**src/rtl/branch_ctrl.sv**
```systemverilog
// EX-stage branch resolution: computes actual direction/target, flags mispredicts,
// sequences redirect + flush toward fetch, pulses predictor updates and counts events.

module cmp (
    input  logic [2:0]  op,
    input  logic [31:0] a,
    input  logic [31:0] b,
    output logic        taken
);
    always_comb begin
        taken = 1'b0;
        case (op)
            3'b000:  taken = (a == b);
            3'b001:  taken = (a != b);
            3'b100:  taken = ($signed(a) <  $signed(b));
            3'b101:  taken = ($signed(a) >= $signed(b));
            3'b110:  taken = (a <  b);
            3'b111:  taken = (a >= b);
            default: taken = 1'b0;
        endcase
    end
endmodule

module branch_ctrl #(
    parameter int CNT_W        = 32,
    parameter int FLUSH_CYCLES = 2
) (
    input  logic             clk,
    input  logic             rst_n,
    input  logic             ex_valid,
    input  logic             stall_in,
    input  logic             ex_is_br,
    input  logic             ex_is_jal,
    input  logic             ex_is_jalr,
    input  logic [2:0]       ex_cmpop,
    input  logic [31:0]      ex_rs1,
    input  logic [31:0]      ex_rs2,
    input  logic [31:0]      ex_pc,
    input  logic [31:0]      ex_imm,
    input  logic             ex_pred_taken,
    input  logic [31:0]      ex_pred_target,
    input  logic             redirect_ready,
    output logic             redirect_valid,
    output logic [31:0]      redirect_pc,
    output logic             flush,
    output logic             bp_upd_valid,
    output logic [31:0]      bp_upd_pc,
    output logic             bp_upd_taken,
    output logic [31:0]      bp_upd_target,
    output logic [CNT_W-1:0] br_count,
    output logic [CNT_W-1:0] mispred_count
);
    typedef enum logic [1:0] {IDLE, REDIRECT, FLUSH} state_t;

    state_t            state_q, state_d;
    logic [2:0]        flush_cnt_q, flush_cnt_d;
    logic              redirect_valid_q, redirect_valid_d;
    logic [31:0]       redirect_pc_q, redirect_pc_d;
    logic              flush_q, flush_d;
    logic              bp_upd_valid_q, bp_upd_valid_d;
    logic [31:0]       bp_upd_pc_q, bp_upd_pc_d;
    logic              bp_upd_taken_q, bp_upd_taken_d;
    logic [31:0]       bp_upd_target_q, bp_upd_target_d;
    logic [CNT_W-1:0]  br_count_q, br_count_d;
    logic [CNT_W-1:0]  mispred_count_q, mispred_count_d;

    logic        cmp_taken;
    logic        resolve;
    logic        act_taken;
    logic [31:0] act_target;
    logic [31:0] next_pc;
    logic        mispred;

    cmp u_cmp (
        .op    (ex_cmpop),
        .a     (ex_rs1),
        .b     (ex_rs2),
        .taken (cmp_taken)
    );

    assign resolve    = (state_q == IDLE) & ex_valid & ~stall_in
                      & (ex_is_br | ex_is_jal | ex_is_jalr);
    // Jumps are always taken, so jal/jalr override the comparator for direction.
    assign act_taken  = (ex_is_jalr | ex_is_jal) ? 1'b1 : cmp_taken;
    assign act_target = ex_is_jalr ? ((ex_rs1 + ex_imm) & ~32'h1) : (ex_pc + ex_imm);
    assign next_pc    = act_taken ? act_target : (ex_pc + 32'd4);
    assign mispred    = (ex_pred_taken != act_taken)
                      | (act_taken & (ex_pred_target != act_target));

    always_comb begin
        state_d          = state_q;
        flush_cnt_d      = flush_cnt_q;
        redirect_valid_d = redirect_valid_q;
        redirect_pc_d    = redirect_pc_q;
        flush_d          = flush_q;
        bp_upd_valid_d   = 1'b0;
        bp_upd_pc_d      = bp_upd_pc_q;
        bp_upd_taken_d   = bp_upd_taken_q;
        bp_upd_target_d  = bp_upd_target_q;
        br_count_d       = br_count_q;
        mispred_count_d  = mispred_count_q;

        case (state_q)
            IDLE: begin
                if (resolve) begin
                    bp_upd_valid_d  = 1'b1;
                    bp_upd_pc_d     = ex_pc;
                    bp_upd_taken_d  = act_taken;
                    bp_upd_target_d = act_target;
                    if (br_count_q != '1)
                        br_count_d = br_count_q + CNT_W'(1);
                    if (mispred) begin
                        if (mispred_count_q != '1)
                            mispred_count_d = mispred_count_q + CNT_W'(1);
                        redirect_pc_d    = next_pc;
                        redirect_valid_d = 1'b1;
                        flush_d          = 1'b1;
                        state_d          = REDIRECT;
                    end
                end
            end
            REDIRECT: begin
                if (redirect_ready) begin
                    redirect_valid_d = 1'b0;
                    if (FLUSH_CYCLES == 1) begin
                        flush_d = 1'b0;
                        state_d = IDLE;
                    end else begin
                        flush_cnt_d = 3'(FLUSH_CYCLES - 1);
                        state_d     = FLUSH;
                    end
                end
            end
            FLUSH: begin
                if (flush_cnt_q == 3'd1) begin
                    flush_cnt_d = 3'd0;
                    flush_d     = 1'b0;
                    state_d     = IDLE;
                end else begin
                    flush_cnt_d = flush_cnt_q - 3'd1;
                end
            end
            default: begin
                state_d          = IDLE;
                flush_d          = 1'b0;
                redirect_valid_d = 1'b0;
            end
        endcase
    end

    always_ff @(posedge clk or negedge rst_n) begin
        if (!rst_n) begin
            state_q          <= IDLE;
            flush_cnt_q      <= '0;
            redirect_valid_q <= 1'b0;
            redirect_pc_q    <= '0;
            flush_q          <= 1'b0;
            bp_upd_valid_q   <= 1'b0;
            bp_upd_pc_q      <= '0;
            bp_upd_taken_q   <= 1'b0;
            bp_upd_target_q  <= '0;
            br_count_q       <= '0;
            mispred_count_q  <= '0;
        end else begin
            state_q          <= state_d;
            flush_cnt_q      <= flush_cnt_d;
            redirect_valid_q <= redirect_valid_d;
            redirect_pc_q    <= redirect_pc_d;
            flush_q          <= flush_d;
            bp_upd_valid_q   <= bp_upd_valid_d;
            bp_upd_pc_q      <= bp_upd_pc_d;
            bp_upd_taken_q   <= bp_upd_taken_d;
            bp_upd_target_q  <= bp_upd_target_d;
            br_count_q       <= br_count_d;
            mispred_count_q  <= mispred_count_d;
        end
    end

    assign redirect_valid = redirect_valid_q;
    assign redirect_pc    = redirect_pc_q;
    assign flush          = flush_q;
    assign bp_upd_valid   = bp_upd_valid_q;
    assign bp_upd_pc      = bp_upd_pc_q;
    assign bp_upd_taken   = bp_upd_taken_q;
    assign bp_upd_target  = bp_upd_target_q;
    assign br_count       = br_count_q;
    assign mispred_count  = mispred_count_q;
endmodule

```
**config.mk**
```make
export PLATFORM = sky130hd
export DESIGN_NAME = branch_ctrl
export DESIGN_NICKNAME = d
export VERILOG_FILES = /design/src/rtl/branch_ctrl.sv
export SDC_FILE = /design/constraint.sdc
export NUM_CORES = 1
export LEC_CHECK = 0
export CAP_MARGIN = 15
export CORE_UTILIZATION = 39
export DETAILED_ROUTE_END_ITERATION = 6
export PLACE_DENSITY = 0.65
export SETUP_SLACK_MARGIN = 0.3
export SYNTH_ARGS = -nofsm -noshare
export SYNTH_HDL_FRONTEND = slang
export SYNTH_SLANG_ARGS = --single-unit
```
**constraint.sdc**
```tcl
create_clock -name clk -period 4.1 [get_ports clk]
set_input_delay 0.82 -clock clk [delete_from_list [all_inputs] [get_ports clk]]
set_output_delay 0.82 -clock clk [all_outputs]
set_load 0.1 [all_outputs]
```
After elaboration in Yosys (flattened, before gate mapping)

Cells that the tools add are included.

Bits in registers: 169
Latch bits: 0
Memory bits (writable): 0
Bits in read-only memories: 0
Bits of input ports: 172
Output and inout port bits: 164
Memories: 0

Add/sub/neg operators: 6
$mul: 0
Divide/modulo/power cells: 0
Magnitude comparators: 4
Equality and inequality tests: 18
Shifts and indexed selects: 0
Muxes and demuxes: 20
Bitwise operators: 11
Reductions and logical operators: 11

Operator list:

| operator                                       | count |
|---|---|
| adder 32 x 1 -> 32 bit (second input constant) | 2 |
| adder 32 bit                                   | 2 |
| >= comparator 32 bit                           | 2 |
| < comparator 32 bit                            | 2 |
| two-way mux 32 bit                             | 2 |
| inequality test 32 bit                         | 2 |
| inequality test 32 bit (second input constant) | 2 |
| adder 32 x 3 -> 32 bit (second input constant) | 1 |
| == test 32 bit                                 | 1 |
| AND reduction 4 bit                            | 4 |
| == test 3 bit (second input constant)          | 4 |
| two-way mux 2 bit                              | 4 |
| inequality test 2 bit (second input constant)  | 4 |
| two-way mux 1 bit                              | 7 |
| == test 3 x 1 -> 1 bit (second input constant) | 2 |
| two-way mux 3 bit                              | 2 |
| case mux 1 bit (3 select lines)                | 2 |
| case mux 1 bit (6 select lines)                | 1 |
| case mux 2 bit (3 select lines)                | 1 |
| case mux 3 bit (2 select lines)                | 1 |
| AND reduction 3 bit                            | 2 |
| AND 1 bit                                      | 4 |
| OR 1 bit                                       | 4 |
| AND reduction 2 bit                            | 2 |
| other kinds (8)                                | 10 |

Logic depth before layout (Yosys ltp)

Gate-level depths: netlist of run 1.

Word-level depth: 8
Gate-level depth with buffers: 16
Gate-level depth less buffers: 14

By module

A second synthesis of run 1 with hierarchy kept.

Cells, all modules: 1,732
Area total of the unflattened synthesis: 14,517.7 um^2

Modules (own cells, without submodules):

| module      | times used | cells each | area an instance (um^2) | sequential area each (um^2) |
|---|---|---|---|---|
| branch_ctrl | 1          | 1,602      | 13,561.8                | 4,229.1 |
| cmp         | 1          | 130        | 955.9                   | 0.0 |

Worst setup path after synthesis of run 1

OpenSTA, ideal clock, no wires.

Kind: in2reg
From: in ex_rs1[0]
To: reg redirect_pc_q[10], in the netlist redirect_pc[10]
Setup time: 0.126 ns
Arrival time: 4.405 ns
Setup slack: -0.431 ns
Stages on the path: 16
Cell sequence: and2_1 > fa_1 > a21o_1 > a221oi_4 > o21ai_2 > a2111o_1 > a221o_1 > xor2_1 > a2111oi_2 > nand4_1 > nor4_1 > and4_1 > buf_4 > nor2_4 > buf_6 > mux2_4

Cells in the longest elaborated chain, start to end: 6
Elaborated cells on any way between the ends: 16

RTL lines:

| what                                                                  | RTL line | RTL |
|---|---|---|
| start: declaration                                                    | 36       | `input logic [31:0] ex_rs1,` |
| adder 32 bit (tied with other cells)                                  | 85       | `assign act_target = ex_is_jalr ? ((ex_rs1 + ex_imm) & ~32'h1) : (ex_pc + ex_imm);` |
| two-way mux 32 bit or case mux 1 bit (6 select lines) (tied branches) | 85, 12   |  |
| inequality test 32 bit or two-way mux 1 bit (tied branches)           | 88, 84   |  |
| AND 1 bit or inequality test 1 bit (tied branches)                    | 88, 87   |  |
| OR 1 bit                                                              | 88       | `\| (act_taken & (ex_pred_target != act_target));` |
| AND reduction 3 bit (no source line)                                  | --       |  |
| end signal: assignment                                                | 168      | `redirect_pc_q <= redirect_pc_d;` |
| end: declaration                                                      | 58       | `logic [31:0] redirect_pc_q, redirect_pc_d;` |

Several ways; a longest one is shown, not always the timed one.
A chain may end at the register's enable or synchronous reset.

Worst setup path after layout of run 1

From: in ex_imm[0]
To: reg mispred_count_q[30], in the netlist mispred_count[30]

Cells in the longest elaborated chain, start to end: 6
Elaborated cells on any way between the ends: 7

RTL lines:

| what                                     | RTL line | RTL |
|---|---|---|
| start: declaration                       | 39       | `input logic [31:0] ex_imm,` |
| adder 32 bit                             | 85       |  |
| two-way mux 32 bit (*)                   | 85       |  |
| inequality test 32 bit (*)               | 88       |  |
| AND 1 bit (*)                            | 88       |  |
| OR 1 bit (*)                             | 88       |  |
| AND reduction 4 bit (no source line) (*) | --       |  |
| end signal: assignment                   | 175      | `mispred_count_q <= mispred_count_d;` |
| end: declaration                         | 65       | `logic [CNT_W-1:0] mispred_count_q, mispred_count_d;` |

Every way passes the cells marked *; elsewhere a longest branch is shown, timed or not.

==> results of run 1 <==
per-layer routing:
layer	up-vias	routed length [um]	global-route usage [%]
met3	78	3230	3.39
met2	518	25000	47.7
met4	2	1410	9.89
met5	-	11	0
met1	7143	22600	37.2
li1	7209	-	-
power breakdown:
part | internal (mW) | switching (mW)
Sequential | 2.24 | 0.407
Clock | 0.808 | 0.706
Combinational | 2.48 | 5.90
Total | 5.52 | 7.01
state kept, by name, indices dropped and copies added, names as in the netlist:
register        cells
flush_cnt_q         3
bp_upd_pc          32
mispred_count      32
bp_upd_target      32
state_q             2
br_count           32
bp_upd_taken        1
flush               1
redirect_pc        32
bp_upd_valid        1
redirect_valid      1
synth_stat cells (14+ instances only):
master / number / share of area (%)
a21o_1: 27 / 1.5
a21oi_1: 87 / 3.2
and3_1: 30 / 1.4
clkbuf_1: 54 / 1.5
dfrtp_1: 169 / 31
ha_1: 98 / 8.9
inv_1: 61 / 1.7
mux2_2: 16 / 1.3
mux2_4: 29 / 3.2
mux2i_1: 35 / 2.5
nand2_1: 247 / 6.7
nand3_1: 56 / 2.0
nand4_1: 53 / 2.4
nor2_1: 89 / 2.4
nor2b_1: 14 / 0.63
nor3_1: 35 / 1.3
nor4_1: 16 / 0.73
o211ai_1: 15 / 0.82
o21ai_0: 91 / 3.3
xnor2_1: 81 / 5.1
xor2_1: 82 / 5.2
cells by family after synthesis:
| kind of cell | count (synthesis) | synth area share (%) |
|---|---|---|
| AND/OR/NAND/NOR | 614 | 21.5 |
| AO/OA/AOI/OAI | 340 | 16.4 |
| flip-flops | 169 | 30.6 |
| XOR/XNOR | 168 | 11.2 |
| buffers and inverters | 137 | 4.06 |
| adder cells (fa/ha/maj) | 100 | 9.18 |
| multiplexers | 80 | 7.00 |
worst min-delay path by stage:
stage | from | end | slack (ns) | cells after the start
global placement | bp_upd_pc[16]$_DFFE_PN0P_ | bp_upd_pc[16]$_DFFE_PN0P_ | 0.46 | 2
detailed placement | bp_upd_pc[12]$_DFFE_PN0P_ | bp_upd_pc[12]$_DFFE_PN0P_ | 0.46 | 2
global route | rst_n | mispred_count[22]$_DFFE_PN0P_ | 0.35 | 1
CTS | rst_n | mispred_count[22]$_DFFE_PN0P_ | 0.34 | 1
finish | rst_n | mispred_count[27]$_DFFE_PN0P_ | 0.33 | 1
floorplan | flush_cnt_q[2]$_DFFE_PN0P_ | flush_cnt_q[2]$_DFFE_PN0P_ | 0.45 | 1
final cells by class:
| class | instances | share of cell area (%) |
|---|---|---|
| antenna | 4 | 0.0454 |
| sequential | 169 | 19.2 |
| tap | 455 | 2.58 |
| clock inverter | 13 | 0.516 |
| timing repair buffer | 760 | 30.4 |
| inverter | 63 | 1.07 |
| clock buffer | 18 | 1.99 |
| multi-input combinational | 1302 | 44.2 |
critical path, cell delays in order:
cell and delay, ns:
buf_8 0.10, buf_6 0.11, ha_4 0.15, fa_2 0.33, a21o_1 0.22, a221oi_4 0.28
buf_6 0.16, o221ai_4 0.13, a311o_2 0.50, xnor2_2 0.24, xnor2_1 0.11, o32a_1 0.19
a2111o_1 0.30, nor4_2 0.27, and4_4 0.30, buf_12 0.13, buf_12 0.13, buf_8 0.13
nor4_2 0.05, xor2_1 0.16
what timing repair did:
item | in CTS | in global routing
hold endpoints to repair | 0 | 0
endpoints found under the setup margin | 69 | 71
gates cloned | 2 | 2
gates resized for setup | 109 | 101
buffers inserted | 17 | 9
pin swaps | 27 | 32
==> flow_metrics.py, run 1 <==
metrics = {
    "outcome": {
        "outcome": "finished, violations left",
        "violations": "negative setup slack",
    },
    "power": {
        "cellLeakagePower_nw": 10.1,
        "peakVddDrop_uv": 492,
        "power.density_mw_per_mm2": 568,
        "p_total_mw": 12.5,
    },
    "yosys": {
        "synth_async_sr_flop_share_pct": 100,
        "synth_area_mm2": 0.0138,
        "synth_flop_cell": "dfrtp_1",
        "ys_seq_area_share_pct": 30.6,
        "synth.avg_cell_area_um2": 8.58,
        "yosys.cell_types.count": 88,
        "synth_edf_count": 0,
        "syn_nets": 1880,
        "syn_inst": 1608,
        "yosysWarnings": 0,
        "ys_ff_latch": 169,
    },
    "route": {
        "drtIter0Drc": 997,
        "ant_nets": 0,
        "post_drt_wl_per_cell_um": 18.8,
        "via_per_inst": 5.37,
        "dr.pass1.iters": 5,
        "routed_wirelength_mm": 52.2,
        "drc": 0,
        "num_vias": 15000,
    },
    "cells_and_area": {
        "fin_area_mm2": 0.0221,
        "drive_above_1_share_pct": 26.8,
        "final_cells": 2784,
        "nets": 2585,
        "seqCellArea_mm2": 0.00423,
        "nFillCells": 2928,
        "layout_commonest_cell": "buf_4",
        "area_growth_pct": 59.8,
        "fin_util_pct": 63.5,
        "multi_input_area_mm2": 0.00976,
        "mostFrequentLayoutCells": "buf_4, clkdlybuf4s50_1, nand2_1",
    },
    "run": {
        "drv_cap": 0,
    },
    "placed_design": {
        "port_buffers": 335,
        "hpwl_mm": 42.5,
        "pre_cts_ws_ns": -1.42,
        "placed_area_mm2": 0.0205,
        "gp_congestion": 0.909,
        "place_inst": 2719,
    },
    "timing": {
        "max_freq_ghz": 0.220,
        "slew_headroom_pct": 25.4,
        "setup_tns_ns": -26.94,
        "rsz0062_at_grt": "true",
        "setup_ws_ns": -0.452,
        "skew_ns": 0.0141,
        "setup_viol_count_final": 67,
        "holdWs_ns": 0.327,
        "final-hold-violation-count": 0,
        "worst_pin_slew_ns": 1.12,
        "min_period_ns": 4.55,
        "maxSlewViolCount": 0,
        "min_period_over_period_pct": 111,
    },
    "cts": {
        "cts_buffers": 17,
        "cts-root-buf": "clkbuf_16",
        "clk_latency_ns": 0.44,
        "ctsHoldBuffers": 0,
        "cts_num_sinks": 169,
        "cts_tree": "yes",
        "path_clk_slew_ns": 0.06,
        "cts_buffer_depth": 2,
        "h-tree-depth": 4,
    },
    "worst_setup_path": {
        "setup.worst_path.end_class": "flip-flop",
        "crit_start": "ex_imm[0]",
        "r2r_setup_slack_ns": 0.84,
        "timing.rr.start": "mispred_count[7]$_DFFE_PN0P_",
        "reg2reg_depth": 9,
        "worstPathArrival_ns": 4.85,
        "critical_path_required_ns": 4.40,
        "path_class": "in -> reg",
        "start_kind": "input pin",
        "cp-endpoint": "mispred_count[30]$_DFFE_PN0P_",
        "r2r-end": "mispred_count[1]$_DFFE_PN0P_",
        "path_max_fanout": 7,
    },
    "floorplanning": {
        "rows": 68,
        "die_x_um": 190,
        "io_pins": 336,
        "fp.dieH_um": 190,
        "die_area_mm2": 0.0361,
        "core_mm2": 0.0347,
        "start_util_pct": 39.8,
    },
    "global_route": {
        "overflow": 0,
        "grt_pass1_vias": 14800,
        "grt_max_degree": 93,
        "grt_pass1_wl_mm": 79.5,
        "gr-usage-all-layers_pct": 28.3,
        "antenna_found_initial": 5,
    },
    "worst_hold_path": {
        "worstHoldPathType": "in -> async",
    },
}
Note: power is estimated with default switching activity, not from simulation.
==> inputs of run 2 (changes only) <==
Settings changed: PLACE_DENSITY 0.65 to not set, PLACE_DENSITY_LB_ADDON set to 0.3, TNS_END_PERCENT set to 30.
==> run 2 against run 1 <==
The run still ends with negative setup slack left. Critical path depth unchanged. Via count increased by 0.66%. Register-to-register slack got worse by 0.18 ns. Critical path type unchanged. Critical endpoint is now mispred_count[3]$_DFFE_PN0P_.
==> flow_metrics.py, run 2 (synthesis results as in run 1) <==
metrics = {
    "cts": {
        "cts-root-buf": "clkbuf_16",
        "cts_num_sinks": 169,
        "path_clk_slew_ns": 0.06,
        "cts_buffers": 17,
        "cts_tree": "yes",
        "cts_buffer_depth": 2,
        "clk_latency_ns": 0.43,
        "ctsHoldBuffers": 0,
        "h-tree-depth": 4,
    },
    "route": {
        "post_drt_wl_per_cell_um": 18.8,
        "num_vias": 15000,
        "via_per_inst": 5.44,
        "drtIter0Drc": 965,
        "dr.pass1.iters": 5,
        "drc": 0,
        "routed_wirelength_mm": 52.0,
        "ant_nets": 0,
    },
    "placed_design": {
        "placed_area_mm2": 0.0204,
        "hpwl_mm": 42.0,
        "gp_congestion": 0.905,
        "port_buffers": 335,
    },
    "worst_hold_path": {
        "worstHoldPathType": "in -> async",
    },
    "worst_setup_path": {
        "critical_path_required_ns": 4.40,
        "path_class": "in -> reg",
        "setup.worst_path.end_class": "flip-flop",
        "path_max_fanout": 8,
        "start_kind": "input pin",
        "worstPathArrival_ns": 4.72,
    },
    "timing": {
        "skew_ns": 0.00680,
        "setup_viol_count_final": 67,
        "final-hold-violation-count": 0,
        "rsz0062_at_grt": "true",
        "min_period_over_period_pct": 108,
        "setup_ws_ns": -0.321,
        "min_period_ns": 4.42,
        "maxSlewViolCount": 0,
        "max_freq_ghz": 0.226,
        "worst_pin_slew_ns": 1.09,
        "slew_headroom_pct": 26.9,
    },
    "cells_and_area": {
        "fin_area_mm2": 0.0221,
        "fin_util_pct": 63.6,
        "nFillCells": 2874,
        "area_growth_pct": 60.0,
        "mostFrequentLayoutCells": "buf_4, clkdlybuf4s50_1, nand2_1",
        "nets": 2572,
        "layout_commonest_cell": "buf_4",
        "drive_above_1_share_pct": 27.1,
    },
    "run": {
        "drv_cap": 0,
    },
    "outcome": {
        "outcome": "finished, violations left",
        "violations": "negative setup slack",
    },
    "power": {
        "peakVddDrop_uv": 621,
        "cellLeakagePower_nw": 10.0,
        "p_int_mw": 5.62,
        "p_switching_mw": 6.95,
        "swShare_pct": 55.3,
        "p_clk_share_pct": 12.4,
        "pwr-share-seq_pct": 21.2,
        "power.density_mw_per_mm2": 569,
        "combPwrFrac_pct": 66.5,
    },
    "global_route": {
        "gr-usage-all-layers_pct": 28.0,
        "grt_pass1_vias": 14500,
        "grt_max_degree": 93,
        "antenna_found_initial": 2,
        "grt_pass1_wl_mm": 78.4,
        "overflow": 0,
    },
    "floorplanning": {
        "io_pins": 336,
        "fp.dieH_um": 190,
        "start_util_pct": 39.8,
        "core_mm2": 0.0347,
        "die_area_mm2": 0.0361,
        "die_x_um": 190,
        "rows": 68,
    },
}
-- run 2: worst paths after layout --
check / from / to / slack [ns] / cells after the start
min: rst_n / mispred_count[26]$_DFFE_PN0P_ / 0.37 / 1
min reg2reg: bp_upd_pc[31]$_DFFE_PN0P_ / bp_upd_pc[31]$_DFFE_PN0P_ / 0.48 / 2
min in group clk: bp_upd_pc[31]$_DFFE_PN0P_ / bp_upd_pc[31]$_DFFE_PN0P_ / 0.48 / 2
max reg2reg: mispred_count[11]$_DFFE_PN0P_ / mispred_count[20]$_DFFE_PN0P_ / 0.66 / 10
max in group asynchronous: rst_n / bp_upd_target[30]$_DFFE_PN0P_ / 2.75 / 2
max: ex_rs1[20] / mispred_count[3]$_DFFE_PN0P_ / -0.32 / 20
-- run 2: final cells by class --
type	count	area, um2	area share, %
sequential	169	4230	19.2
clock inverter	8	98.8	0.448
tap	455	569	2.58
clock buffer	22	454	2.06
antenna	2	5.00	0.0227
inverter	63	236	1.07
multi-input combinational	1302	9930	45.0
timing repair buffer	747	6550	29.7
-- run 2: per-layer routing --
layer	wire (um)	track usage (%)	part of all wire (%)	vias up
li1	-	-	-	7177
met1	22500	37.0	43	7172
met2	24200	45.7	46	603
met3	3600	4.02	6.9	96
met4	1710	11.1	3.3	0
met5	0	0	0	-
-- run 2: power groups by stage --
stage | logic (mW) | registers [mW] | clock network (mW)
finish | 8.36 | 2.66 | 1.55
global route | 8.67 | 2.73 | 1.64
CTS | 8.27 | 2.66 | 1.58
detailed placement | 8.15 | 2.67 | 0
global placement | 8.07 | 2.66 | 0
floorplan | 1.63 | 6.60 | 0
-- run 2: critical path, cell delays in order --
cell             delay (ns)
clkdlybuf4s50_1        0.48
buf_4                  0.16
ha_1                   0.26
nand4_1                0.21
nor4_2                 0.22
buf_4                  0.16
nand3_1                0.14
a2111oi_2              0.32
buf_4                  0.17
a211oi_1               0.06
a211oi_1               0.31
buf_4                  0.18
nand4_1                0.13
nor4_2                 0.18
and4_4                 0.30
buf_6                  0.12
buf_12                 0.14
buf_12                 0.14
nor4b_4                0.05
xor2_1                 0.18
-- run 2: through the flow --
step	hold WS [ns]	setup TNS (ns)	total power [mW]	worst slack (ns)	instances
floorplan	0.452	-10.64	8.24	-0.225	1608
global placement	0.459	-83.53	10.7	-1.28	2709
detailed placement	0.462	-90.04	10.8	-1.38	2709
CTS	0.383	-18.16	12.5	-0.325	2759
global route	0.410	-30.38	13.0	-0.523	2768
finish	0.368	-16.93	12.6	-0.321	2768
-- run 2: what timing repair did --
| item | in CTS | in global routing |
|---|---|---|
| resized for setup | 176 | 72 |
| gates cloned | 1 | 1 |
| buffers inserted | 19 | 6 |
| endpoints found under the setup margin | 70 | 69 |
| pin swaps | 38 | 38 |
==> inputs of run 3 (changes only) <==
Settings changed: CTS_CLUSTER_SIZE set to 16, SKIP_LAST_GASP set to 1.
==> run 3 against run 2 <==
The run still ends with negative setup slack left. Wire length decreased by 0.13%. Utilization increased by 0.076 points. Register-to-register slack about the same. Worst hold slack lost 0.0039 ns. Critical path depth down 1. Combinational power hardly changed. Clock skew about the same. Non-clock buffer count rose by 1. Flip-flop and latch count stayed put. Clock-buffer cell count stayed put. Largest cell class unchanged.
==> flow_metrics.py, run 3 (synthesis results as in run 1) <==
metrics = {
    "cts": {
        "path_clk_slew_ns": 0.06,
        "cts_tree": "yes",
        "cts_num_sinks": 169,
        "clk_latency_ns": 0.43,
        "cts-root-buf": "clkbuf_16",
        "ctsHoldBuffers": 0,
        "cts_buffer_depth": 2,
        "cts_buffers": 17,
        "h-tree-depth": 4,
    },
    "worst_setup_path": {
        "worstPathArrival_ns": 4.72,
        "cp_slowest_cell": "a2111o_1",
        "setup.worst_path.end_class": "flip-flop",
        "r2r_setup_slack_ns": 0.66,
        "path_max_fanout": 8,
        "crit_chain": "dlygate4sd2_1, ha_4, nand4_1, nor3_2, buf_4, o311ai_2, buf_4, nand3_1, xor2_1, a2111o_1, o32a_1, a2111o_1, nor4_2, and4_4, buf_6, buf_12, buf_12, nor4b_4, xor2_1",
        "critical_path_required_ns": 4.40,
        "path_class": "in -> reg",
        "max_stage_delay_ns": 0.44,
        "start_kind": "input pin",
    },
    "outcome": {
        "outcome": "finished, violations left",
        "violations": "negative setup slack",
    },
    "timing": {
        "holdWs_ns": 0.364,
        "worst_pin_slew_ns": 1.09,
        "rsz0062_at_grt": "true",
        "max_freq_ghz": 0.226,
        "slew_headroom_pct": 26.9,
        "final-hold-violation-count": 0,
        "min_period_ns": 4.42,
        "skew_ns": 0.00727,
        "min_period_over_period_pct": 108,
        "setup_ws_ns": -0.320,
        "maxSlewViolCount": 0,
        "setup_viol_count_final": 67,
    },
    "placed_design": {
        "placed_area_mm2": 0.0204,
        "hpwl_mm": 42.0,
        "pre_cts_ws_ns": -1.38,
        "place_inst": 2709,
        "port_buffers": 335,
        "gp_congestion": 0.905,
    },
    "global_route": {
        "antenna_found_initial": 2,
        "grt_pass1_wl_mm": 78.4,
        "grt_max_degree": 93,
        "gr-usage-all-layers_pct": 27.9,
        "grt_pass1_vias": 14500,
        "overflow": 0,
    },
    "floorplanning": {
        "core_mm2": 0.0347,
        "rows": 68,
        "start_util_pct": 39.8,
        "fp.dieH_um": 190,
        "io_pins": 336,
        "die_area_mm2": 0.0361,
        "die_x_um": 190,
    },
    "route": {
        "num_vias": 15000,
        "via_per_inst": 5.42,
        "drc": 0,
        "post_drt_wl_per_cell_um": 18.8,
        "routed_wirelength_mm": 51.9,
        "dr.pass1.iters": 5,
        "drtIter0Drc": 1055,
        "ant_nets": 0,
    },
    "cells_and_area": {
        "nets": 2573,
        "drive_above_1_share_pct": 27.1,
        "mostFrequentLayoutCells": "buf_4, clkdlybuf4s50_1, nand2_1",
        "layout_commonest_cell": "buf_4",
        "fin_area_mm2": 0.0221,
        "multi_input_area_mm2": 0.00993,
        "fin_util_pct": 63.7,
        "final_cells": 2769,
        "seqCellArea_mm2": 0.00423,
        "area_growth_pct": 60.2,
        "nFillCells": 2870,
    },
    "power": {
        "peakVddDrop_uv": 621,
        "cellLeakagePower_nw": 10.0,
        "power.density_mw_per_mm2": 568,
    },
    "worst_hold_path": {
        "worstHoldPathType": "in -> async",
    },
    "run": {
        "drv_cap": 0,
    },
}
## run 3: cell types whose count changed in the layout (fill, tap and decap cells not counted), sizes merged
| cell | before | now |
|---|---|---|
| dlymetal6s2s | 7 | 11 |
| dlygate4sd2 | 42 | 37 |
| buf | 418 | 419 |
| clkdlybuf4s50 | 269 | 270 |
| clkbuf | 27 | 26 |
| clkdlybuf4s15 | 6 | 7 |
## run 3: cell type report
| class | instances | area share [%] |
|---|---|---|
| multi-input cells | 1302 | 44.9 |
| repair buffers | 748 | 29.8 |
| flip-flops and latches | 169 | 19.1 |
| well taps | 455 | 2.58 |
| clock buffers | 22 | 2.06 |
| inverters | 63 | 1.07 |
| clock inverters | 8 | 0.447 |
| diodes | 2 | 0.0226 |
## run 3: final timing paths
kind	startpoint	to	cells past startpoint
max	ex_imm[18]	mispred_count[3]$_DFFE_PN0P_	19
min	rst_n	mispred_count[26]$_DFFE_PN0P_	1
max reg2reg	mispred_count[11]$_DFFE_PN0P_	mispred_count[20]$_DFFE_PN0P_	10
min reg2reg	bp_upd_pc[31]$_DFFE_PN0P_	bp_upd_pc[31]$_DFFE_PN0P_	2
max in group asynchronous	rst_n	bp_upd_target[29]$_DFFE_PN0P_	2
min in group clk	bp_upd_pc[31]$_DFFE_PN0P_	bp_upd_pc[31]$_DFFE_PN0P_	2
## run 3: per-stage QoR
stage | TNS (ns) | power [mW]
floorplan | -10.64 | 8.24
global placement | -83.53 | 10.7
detailed placement | -90.04 | 10.8
CTS | -18.54 | 12.5
global route | -30.40 | 13.0
finish | -16.75 | 12.6
## run 3: per-layer routing
layer  global-route usage, %  up-vias  share of wire [%]
li1                        -     7179                  -
met1                    37.0     7142                 43
met2                    45.7      604                 47
met3                    4.02       90                6.9
met4                    10.9        0                3.2
met5                       0        -                  0
## run 3: what timing repair did
action                     4_1_cts  5_1_grt
setup buffers                   19        7
resized for setup              170       78
gates cloned                     1        1
setup endpoints to repair       70       69
pin swaps                       37       41
## run 3: where the power goes
part | switching, mW | internal [mW]
Combinational | 5.88 | 2.48
Clock | 0.644 | 0.904
Sequential | 0.411 | 2.24
## run 3: worst max-delay path: cells and delay by family
kind / cells / cell delay [ns]
compound gates: 4 / 1.12
xor+xnor: 2 / 0.27
simple gates: 6 / 1.08
buf+inv: 6 / 1.07
fa+ha+maj: 1 / 0.35
